File: src/rtl/seq_det_pkg.sv
// seq_det_pkg: shared constants and helpers for the programmable sequence
// detector.
//   - PAT_W_DEF / LEN_W_DEF : default pattern width and the matching width of
//                             the pattern-length field ($clog2(PAT_W+1))
//   - SEG7_*                : active-low 7-segment codes {g..a}
//   - bcd_to_seg7()         : BCD digit to segment code, non-BCD blanks
package seq_det_pkg;

    localparam int PAT_W_DEF = 8;
    localparam int LEN_W_DEF = $clog2(PAT_W_DEF + 1);

    localparam logic [6:0] SEG7_0     = 7'h40;
    localparam logic [6:0] SEG7_1     = 7'h79;
    localparam logic [6:0] SEG7_2     = 7'h24;
    localparam logic [6:0] SEG7_3     = 7'h30;
    localparam logic [6:0] SEG7_4     = 7'h19;
    localparam logic [6:0] SEG7_5     = 7'h12;
    localparam logic [6:0] SEG7_6     = 7'h02;
    localparam logic [6:0] SEG7_7     = 7'h78;
    localparam logic [6:0] SEG7_8     = 7'h00;
    localparam logic [6:0] SEG7_9     = 7'h18;
    localparam logic [6:0] SEG7_BLANK = 7'h7F;

    function automatic logic [6:0] bcd_to_seg7(input logic [3:0] d);
        logic [6:0] s;
        case (d)
            4'd0:    s = SEG7_0;
            4'd1:    s = SEG7_1;
            4'd2:    s = SEG7_2;
            4'd3:    s = SEG7_3;
            4'd4:    s = SEG7_4;
            4'd5:    s = SEG7_5;
            4'd6:    s = SEG7_6;
            4'd7:    s = SEG7_7;
            4'd8:    s = SEG7_8;
            4'd9:    s = SEG7_9;
            default: s = SEG7_BLANK;
        endcase
        return s;
    endfunction

endpackage

File: src/rtl/seq_bcd_counter.sv
// seq_bcd_counter: DIGITS-digit BCD hit counter with sticky overflow and
// active-low 7-segment decode of the registered count.
//   clk, rst  : clock, synchronous active-high reset
//   inc       : count one hit this cycle
//   clr       : clear count and overflow (wins over inc)
//   count     : BCD count, digit 0 at [3:0]
//   seg       : segment codes, digit 0 at [6:0]
//   overflow  : set by a hit while the count is all-9s
// Macro SEQ_DET_SATURATE_EN: defined -> all-9s holds on overflow;
// undefined -> count wraps to all-0s.
module seq_bcd_counter
    import seq_det_pkg::*;
#(
    parameter int DIGITS = 2
) (
    input  logic                  clk,
    input  logic                  rst,
    input  logic                  inc,
    input  logic                  clr,
    output logic [4*DIGITS-1:0]   count,
    output logic [7*DIGITS-1:0]   seg,
    output logic                  overflow
);

    logic [DIGITS-1:0][3:0] cnt_q, cnt_d;
    logic                   ovf_q, ovf_d;
    logic                   all_nines;
    logic                   carry;

    always_comb begin
        cnt_d     = cnt_q;
        ovf_d     = ovf_q;
        all_nines = 1'b1;
        carry     = 1'b0;
        for (int d = 0; d < DIGITS; d++) begin
            if (cnt_q[d] != 4'd9) all_nines = 1'b0;
        end
        if (clr) begin
            cnt_d = '0;
            ovf_d = 1'b0;
        end else if (inc) begin
            if (all_nines) begin
                ovf_d = 1'b1;
`ifdef SEQ_DET_SATURATE_EN
                cnt_d = cnt_q;
`else
                cnt_d = '0;
`endif
            end else begin
                // Ripple the increment up through the digits.
                carry = 1'b1;
                for (int d = 0; d < DIGITS; d++) begin
                    if (carry) begin
                        if (cnt_q[d] == 4'd9) begin
                            cnt_d[d] = 4'd0;
                        end else begin
                            cnt_d[d] = cnt_q[d] + 4'd1;
                            carry    = 1'b0;
                        end
                    end
                end
            end
        end
    end

    always_ff @(posedge clk) begin
        if (rst) begin
            cnt_q <= '0;
            ovf_q <= 1'b0;
        end else begin
            cnt_q <= cnt_d;
            ovf_q <= ovf_d;
        end
    end

    assign count    = cnt_q;
    assign overflow = ovf_q;

    for (genvar g = 0; g < DIGITS; g++) begin : g_seg
        assign seg[7*g +: 7] = bcd_to_seg7(cnt_q[g]);
    end

endmodule

File: src/rtl/seq_detector_prog.sv
// seq_detector_prog: programmable serial-pattern detector with BCD hit
// counter and 7-segment outputs.
//   clk, rst     : clock, synchronous active-high reset
//   ena          : advance enable; low holds all state and forces z=0
//   sig_in       : serial bit under test
//   overlap      : 1 keeps history after a match, 0 flushes it
//   pat_load     : latch pat_value / pat_len (clamped to PAT_W)
//   pat_value    : pattern, bit [len-1] is received first
//   pat_len      : pattern length, 0 disables detection
//   cnt_clr      : clear hit count and overflow
//   z            : combinational match strobe on the completing bit
//   count, seg   : BCD hit count and its active-low segment decode
//   overflow     : sticky counter overflow
// Macro SEQ_DET_SATURATE_EN selects saturating vs wrapping count.
module seq_detector_prog
    import seq_det_pkg::*;
#(
    parameter int               PAT_W   = PAT_W_DEF,
    parameter int               DIGITS  = 2,
    parameter logic [PAT_W-1:0] RST_PAT = 8'b0000_1001,
    parameter int               RST_LEN = 4
) (
    input  logic                       clk,
    input  logic                       rst,
    input  logic                       ena,
    input  logic                       sig_in,
    input  logic                       overlap,
    input  logic                       pat_load,
    input  logic [PAT_W-1:0]           pat_value,
    input  logic [$clog2(PAT_W+1)-1:0] pat_len,
    input  logic                       cnt_clr,
    output logic                       z,
    output logic [4*DIGITS-1:0]        count,
    output logic [7*DIGITS-1:0]        seg,
    output logic                       overflow
);

    localparam int               LEN_W   = $clog2(PAT_W + 1);
    localparam logic [LEN_W-1:0] PAT_W_L = LEN_W'(PAT_W);
    localparam logic [PAT_W:0]   ONE_EXT = {{PAT_W{1'b0}}, 1'b1};

    logic [PAT_W-1:0] hist_q, hist_d;
    logic [PAT_W-1:0] pat_q, pat_d;
    logic [LEN_W-1:0] len_q, len_d;
    logic [LEN_W-1:0] fill_q, fill_d;

    logic [PAT_W-1:0] window;
    logic [PAT_W:0]   mask_ext;
    logic [PAT_W-1:0] mask;
    logic [LEN_W:0]   fill_p1;
    logic             fill_ok;
    logic             bits_ok;
    logic             match;

    // Match logic: the newest bit joins the history to form the window; only
    // the low len bits take part, selected by a one-hot-minus-one mask.
    always_comb begin
        window   = {hist_q[PAT_W-2:0], sig_in};
        mask_ext = (ONE_EXT << len_q) - ONE_EXT;
        mask     = mask_ext[PAT_W-1:0];
        fill_p1  = {1'b0, fill_q} + {{LEN_W{1'b0}}, 1'b1};
        fill_ok  = fill_p1 >= {1'b0, len_q};
        bits_ok  = ((window ^ pat_q) & mask) == '0;
        match    = ena & ~rst & ~pat_load & (len_q != '0) & fill_ok & bits_ok;
    end

    assign z = match;

    always_comb begin
        hist_d = hist_q;
        pat_d  = pat_q;
        len_d  = len_q;
        fill_d = fill_q;
        if (ena) begin
            hist_d = window;
            if (match && !overlap) begin
                fill_d = '0;
            end else if (fill_q != PAT_W_L) begin
                fill_d = fill_q + {{(LEN_W-1){1'b0}}, 1'b1};
            end
        end
        // A load restarts the fill so a new match needs len bits seen
        // after the load; the history itself keeps shifting.
        if (pat_load) begin
            pat_d  = pat_value;
            len_d  = (pat_len > PAT_W_L) ? PAT_W_L : pat_len;
            fill_d = '0;
        end
    end

    always_ff @(posedge clk) begin
        if (rst) begin
            hist_q <= '0;
            pat_q  <= RST_PAT;
            len_q  <= LEN_W'(RST_LEN);
            fill_q <= '0;
        end else begin
            hist_q <= hist_d;
            pat_q  <= pat_d;
            len_q  <= len_d;
            fill_q <= fill_d;
        end
    end

    // A disabled cycle must not change the count, so the clear is gated too.
    seq_bcd_counter #(
        .DIGITS (DIGITS)
    ) u_cnt (
        .clk      (clk),
        .rst      (rst),
        .inc      (match),
        .clr      (cnt_clr & ena),
        .count    (count),
        .seg      (seg),
        .overflow (overflow)
    );

endmodule

File: config.mk
export PLATFORM = sky130hd
export DESIGN_NAME = seq_detector_prog
export DESIGN_NICKNAME = d
export VERILOG_FILES = /design/src/rtl/seq_det_pkg.sv /design/src/rtl/seq_bcd_counter.sv /design/src/rtl/seq_detector_prog.sv
export SDC_FILE = /design/constraint.sdc
export NUM_CORES = 1
export LEC_CHECK = 0
export ABC_AREA = 1
export CAP_MARGIN = 20
export CORE_MARGIN = 2
export CORE_UTILIZATION = 55
export CTS_CLUSTER_SIZE = 20
export DETAILED_ROUTE_END_ITERATION = 8
export GPL_TIMING_DRIVEN = 0
export PLACE_DENSITY = 0.88
export SYNTH_ARGS = -nofsm -noshare
export SYNTH_HDL_FRONTEND = slang
export SYNTH_SLANG_ARGS = --single-unit
File: constraint.sdc
create_clock -name clk -period 6.7 [get_ports clk]
set_input_delay 0.67 -clock clk [delete_from_list [all_inputs] [get_ports clk]]
set_output_delay 0.67 -clock clk [all_outputs]
set_load 0.1 [all_outputs]
# ---- Word-level counts from Yosys, hierarchy flattened
# Memory sizes are Yosys's and may differ from the RTL's. A register that Yosys moved wholly into a read port is not among the register bits.
# Cells that the tools add are included.
dict set report word_totals {
  reg_bits 32
  romBits 224
  out_inout_bits 24
  elab_cells 60
  mem_count 2
}
# memory depth word_bits rd rd_ports_with_merged_regs write_ports line_no
set mem_list {}
lappend mem_list {{(no name shown)} 16 7 1 1 0 seq_det_pkg.sv:26} ;# case (d)
lappend mem_list {{(no name shown)} 16 7 1 1 0 seq_det_pkg.sv:26}
dict set report op_classes {
  addsub 5
  n_lt_le_gt_ge 2
  eq_ne 5
  shifts 1
  n_mux 17
  n_bitwise 10
  reduce_logical 11
}
# op count
set op_table {}
lappend op_table {{$mux 4} 10}
lappend op_table {{$add 4x1->4 const B} 3}
lappend op_table {{$ne 4x4->1 const B} 3}
lappend op_table {{$and 8x8->8} 1}
lappend op_table {{$eq 4x4->1 const B} 2}
lappend op_table {{$logic_not 8->1} 1}
lappend op_table {{$mux 8} 1}
lappend op_table {{$shl 1x4->8 const A} 1}
lappend op_table {{$sub 8x1->8 const B} 1}
lappend op_table {{$xor 8x8->8} 1}
lappend op_table {{$and 1x1->1} 6}
lappend op_table {{$mux 1} 6}
lappend op_table {{$reduce_and 2->1} 3}
lappend op_table {{$add 4x1->5 const B} 1}
lappend op_table {{$ge 5x4->1} 1}
lappend op_table {{$gt 4x4->1 const B} 1}
lappend op_table {{$reduce_bool 2->1} 2}
lappend op_table {{$reduce_bool 4->1} 1}
lappend op_table {{$reduce_or 2->1} 2}
lappend op_table {{$not 1->1} 2}
lappend op_table {{$logic_and 1x1->1} 1}
lappend op_table {{$logic_not 1->1} 1}

# ---- Depth between registers and ports, before layout
dict set report logic_depth {
  ltp_word 12
  mapped_depth 20
  depth_no_buf 20
}

# ---- Hierarchy
# A second synthesis with hierarchy kept.
dict set report hier_totals {
  hier_cells 355
  hier_area_um2 2588.7
}
# mod n_inst cells_per_inst area_per_inst_um2
set modules_own_cells {}
lappend modules_own_cells {seq_detector_prog 1 195 1350.0}
lappend modules_own_cells {seq_bcd_counter 1 160 1238.7}

# ---- Worst setup path before layout
# Ideal clock, no wire load.
dict set report synth_timing {
  path_type {flip-flop to flip-flop}
  from {register fill_q[0]}
  to {register, netlist name u_cnt.seg[0]}
  arrival_ns 2.771
  path_slack_ns 3.807
  path_stages_with_launch 18
  n_path_buf 0
  path_cell_list {dfxtp_1 inv_1 ha_1 ha_1 o21ai_0 a21boi_0 o21ai_0 nand2_1 nand2_4 inv_2 nand2_1 nand2_1 nor2_2 inv_1 ha_1 nand3b_1 nand3_1 nand2_2}
}
dict set report synth_via {
  elab_chain_cells 6
}
# item line_no
set synth_rtl {}
lappend synth_rtl {{start, declared} seq_detector_prog.sv:45} ;# logic [LEN_W-1:0] fill_q, fill_d;
lappend synth_rtl {{start signal, assigned} seq_detector_prog.sv:101} ;# fill_q <= fill_d;
lappend synth_rtl {{$add 4x1->5} seq_detector_prog.sv:61} ;# fill_p1 = {1'b0, fill_q} + {{LEN_W{1'b0}}, 1'b1};
lappend synth_rtl {{$ge 5x4->1} seq_detector_prog.sv:62} ;# fill_ok = fill_p1 >= {1'b0, len_q};
lappend synth_rtl {{$and 1x1->1 (2 in series)} seq_detector_prog.sv:64} ;# match = ena & ~rst & ~pat_load & (len_q != '0) & fill_ok & bits_ok;
lappend synth_rtl {{net z} seq_detector_prog.sv:32} ;# output logic z,
lappend synth_rtl {{$mux 4 (no line) (2 in series)} --}
# The timed path passes the listed nets, and every way through them passes these cells.
# A chain may end at the register's enable or synchronous reset.

# ---- Final worst setup path
dict set report layout_timing {
  from {input port pat_load}
  to {output port z}
}
dict set report layout_via {
  elab_chain_cells 5
}
# item line_no
set layout_rtl {}
lappend layout_rtl {{start, declared} seq_detector_prog.sv:28} ;# input logic pat_load,
lappend layout_rtl {{$not 1->1} seq_detector_prog.sv:64}
lappend layout_rtl {{$and 1x1->1 (4 in series)} seq_detector_prog.sv:64}
lappend layout_rtl {{end, declared} seq_detector_prog.sv:32}
# No other way between the ends.

==> run summary <==
run status = complete, no violations
Syn Inst Count = 342
drt via density = 5.17
asr flop ratio synth = 0%
Pleak = 1.50 nW
Finished Cell Area = 3170 sq um
total routed wirelength = 5250 um
CTS Root Cell = clkbuf_8
Yosys cell types = 35
die height = 72.4 um
Worst Hold Launch = u_cnt.overflow
# diodes = 0
R2R Setup Slk = 3670 ps
final hold viol count = 0
Slew headroom = 33.8%
CTS tree = built
Total GRT Usage = 21.9%
WHS Path Cells = 2
detailed-route DRC error count = 0
fillcell total = 355
Worst-Skew Late Latency = 300 ps
IO buf count = 42
first-pass GRT wire length = 9070 um
Initial Utilization = 58.0%
RSZ-0062 raised after global routing = no
die area = 5250 sq um
crit path capture type = output port
multi-input logic area = 1460 sq um
I/O pin count = 43
DP Wirelength = 3980 um
initial antenna violation count = 0
total CTS buffers = 5
CORE AREA = 4440 sq um
Placed Instance Area = 3060 sq um
GR Overflow Total = 0
Peak Freq = 0.243 GHz
Worst Hold Endpoint = u_cnt.overflow
TNS Setup = 0 ps
vias in the first global route = 2128
endpoints failing setup = 0
clock buffer depth = 2
worst-path fanout max = 8
sequential fraction of the synthesis area = 35.7%
DRT iter0 DRCs = 101
post-route ant nets = 0
drt pass-1 iters = 4
maximum VDD drop = 129 uV
Hold Crit Class = reg -> reg
Synth Flop Type = dfxtp_1
CP required = 6030 ps
worst reg-to-reg path cell count = 17
worst r2r dst = u_cnt.seg[0]
Yosys reg bits = 46
share of post-route cells with drive strength above 1 = 13.0%
final slew viol count = 0
Worst Setup SP = pat_load
EDFF count, synth = 0
Net Count, Synth = 382
Max-Cap Viols = 0
Power Density = 176 nW/um^2
cts hold-fix bufs = 0
Rows = 24
H-tree levels = 2
total power = 558 uW
Synth warnings = 0
Setup CP Type = in -> out
post-cts sizing count = 0
clock skew = 7.69 ps
clk sinks = 46
nets = 431
Syn-to-layout area delta = 23.1%
Post-CTS Setup Bufs = 0
die width = 72.4 um
Worst R2R Start = fill_q[0]
largest net degree at the start of global routing = 15
vias = 2296
Arrival @ worst endpoint = 3440 ps
commonest non-fill, non-tap cell in the layout = nand2_1
WL/cell = 11.8 um
clk slew on worst S/H paths = 80 ps
GP Congestion = 0.798
Final period util = 61.3%
min Tclk post-route = 4110 ps
most frequent cells in the layout = nand2_1, dfxtp_1, clkdlybuf4s50_1
Syn Area/Cell = 7.53 sq um
flip-flop and latch area = 921 sq um
Slew @ Worst Pin = 990 ps
Worst Setup Start Kind = input port
Syn Std Cell Area = 2580 sq um
[flip-flops by register name, summed over array words and instances, names as in the netlist]
register / flops
hist_q: 7
u_cnt.seg: 14
u_cnt.count: 8
len_q: 4
fill_q: 4
pat_q: 8
u_cnt.overflow: 1
[Yosys cell counts, types with 2 or more instances]
| library cell | instances | share of area, % |
|---|---|---|
| nand2_1 | 76 | 11 |
| dfxtp_1 | 46 | 36 |
| inv_1 | 36 | 5.2 |
| nand3_1 | 29 | 5.6 |
| nor2_1 | 26 | 3.8 |
| ha_1 | 21 | 10 |
| o21ai_0 | 18 | 3.5 |
| a21oi_1 | 12 | 2.3 |
| inv_2 | 9 | 1.3 |
| nand2_2 | 9 | 2.2 |
| nand3b_1 | 8 | 2.3 |
| nand4_1 | 6 | 1.5 |
| nor2_2 | 5 | 1.2 |
| xor2_1 | 5 | 1.7 |
| clkbuf_1 | 4 | 0.58 |
| nand2_4 | 4 | 1.7 |
| nand3_2 | 3 | 1.2 |
| o21ai_4 | 3 | 1.9 |
| xnor2_1 | 3 | 1.0 |
| nor2_4 | 2 | 0.87 |
| nor3_1 | 2 | 0.39 |
| or2_2 | 2 | 0.49 |
[layout make-up]
| class | count | area share, % |
|---|---|---|
| multi-input combinational | 244 | 45.9 |
| timing repair buffer | 42 | 13.3 |
| tap | 52 | 2.05 |
| buffer | 4 | 0.473 |
| sequential | 46 | 29.0 |
| clock buffer | 6 | 2.29 |
| inverter | 48 | 5.80 |
| clock inverter | 2 | 1.18 |
[where the power goes]
group,switching [mW],internal [mW]
sequential,0.00681,0.281
combinational,0.0375,0.0269
clock,0.0946,0.111
total,0.139,0.420
[kinds of logic after synthesis]
logic type               synth area share [%]
AO/OA/AOI/OAI                            10.2
XOR/XNOR                                 2.72
adder cells (fa/ha/maj)                  10.2
buffers and inverters                    7.72
flip-flops                               35.7
AND/OR/NAND/NOR                          33.4
[routing by layer]
layer,wire [um],GRT usage (%),up-vias,share of wire (%)
li1,-,-,1199,-
met1,2480,27.8,1039,47
met2,2510,37.2,48,48
met3,157,3.89,10,3.0
met4,97,8.23,0,1.8
met5,0,0,-,0
[worst max-delay path by stage]
stage | to | slack, ps | depth (start not counted)
final | z | 2590 | 11
after detailed placement | z | 2610 | 11
after global placement | z | 2640 | 11
after CTS | z | 2580 | 11
after floorplan | u_cnt.seg[0] | 3810 | 17
after global routing | z | 2450 | 11
[through the flow]
stage	util [%]	hold WS (ps)	instances	setup slack, ps
after floorplan	-	448	342	3810
after global placement	68.9	448	436	2640
after detailed placement	68.9	451	436	2610
after CTS	71.4	471	444	2580
after global routing	71.4	489	444	2450
final	71.4	466	444	2590
[worst max-delay path, stage by stage]
cell and delay [ps]:
clkdlybuf4s50_1 570, inv_2 180, nand2_4 100, nor2_4 110, nand3_2 70, nor2_2 110
nand3_2 90, nor2_4 190, nand2_4 120, inv_2 100, clkdlybuf4s50_1 1130
Note: power is estimated with default switching activity, not from simulation.
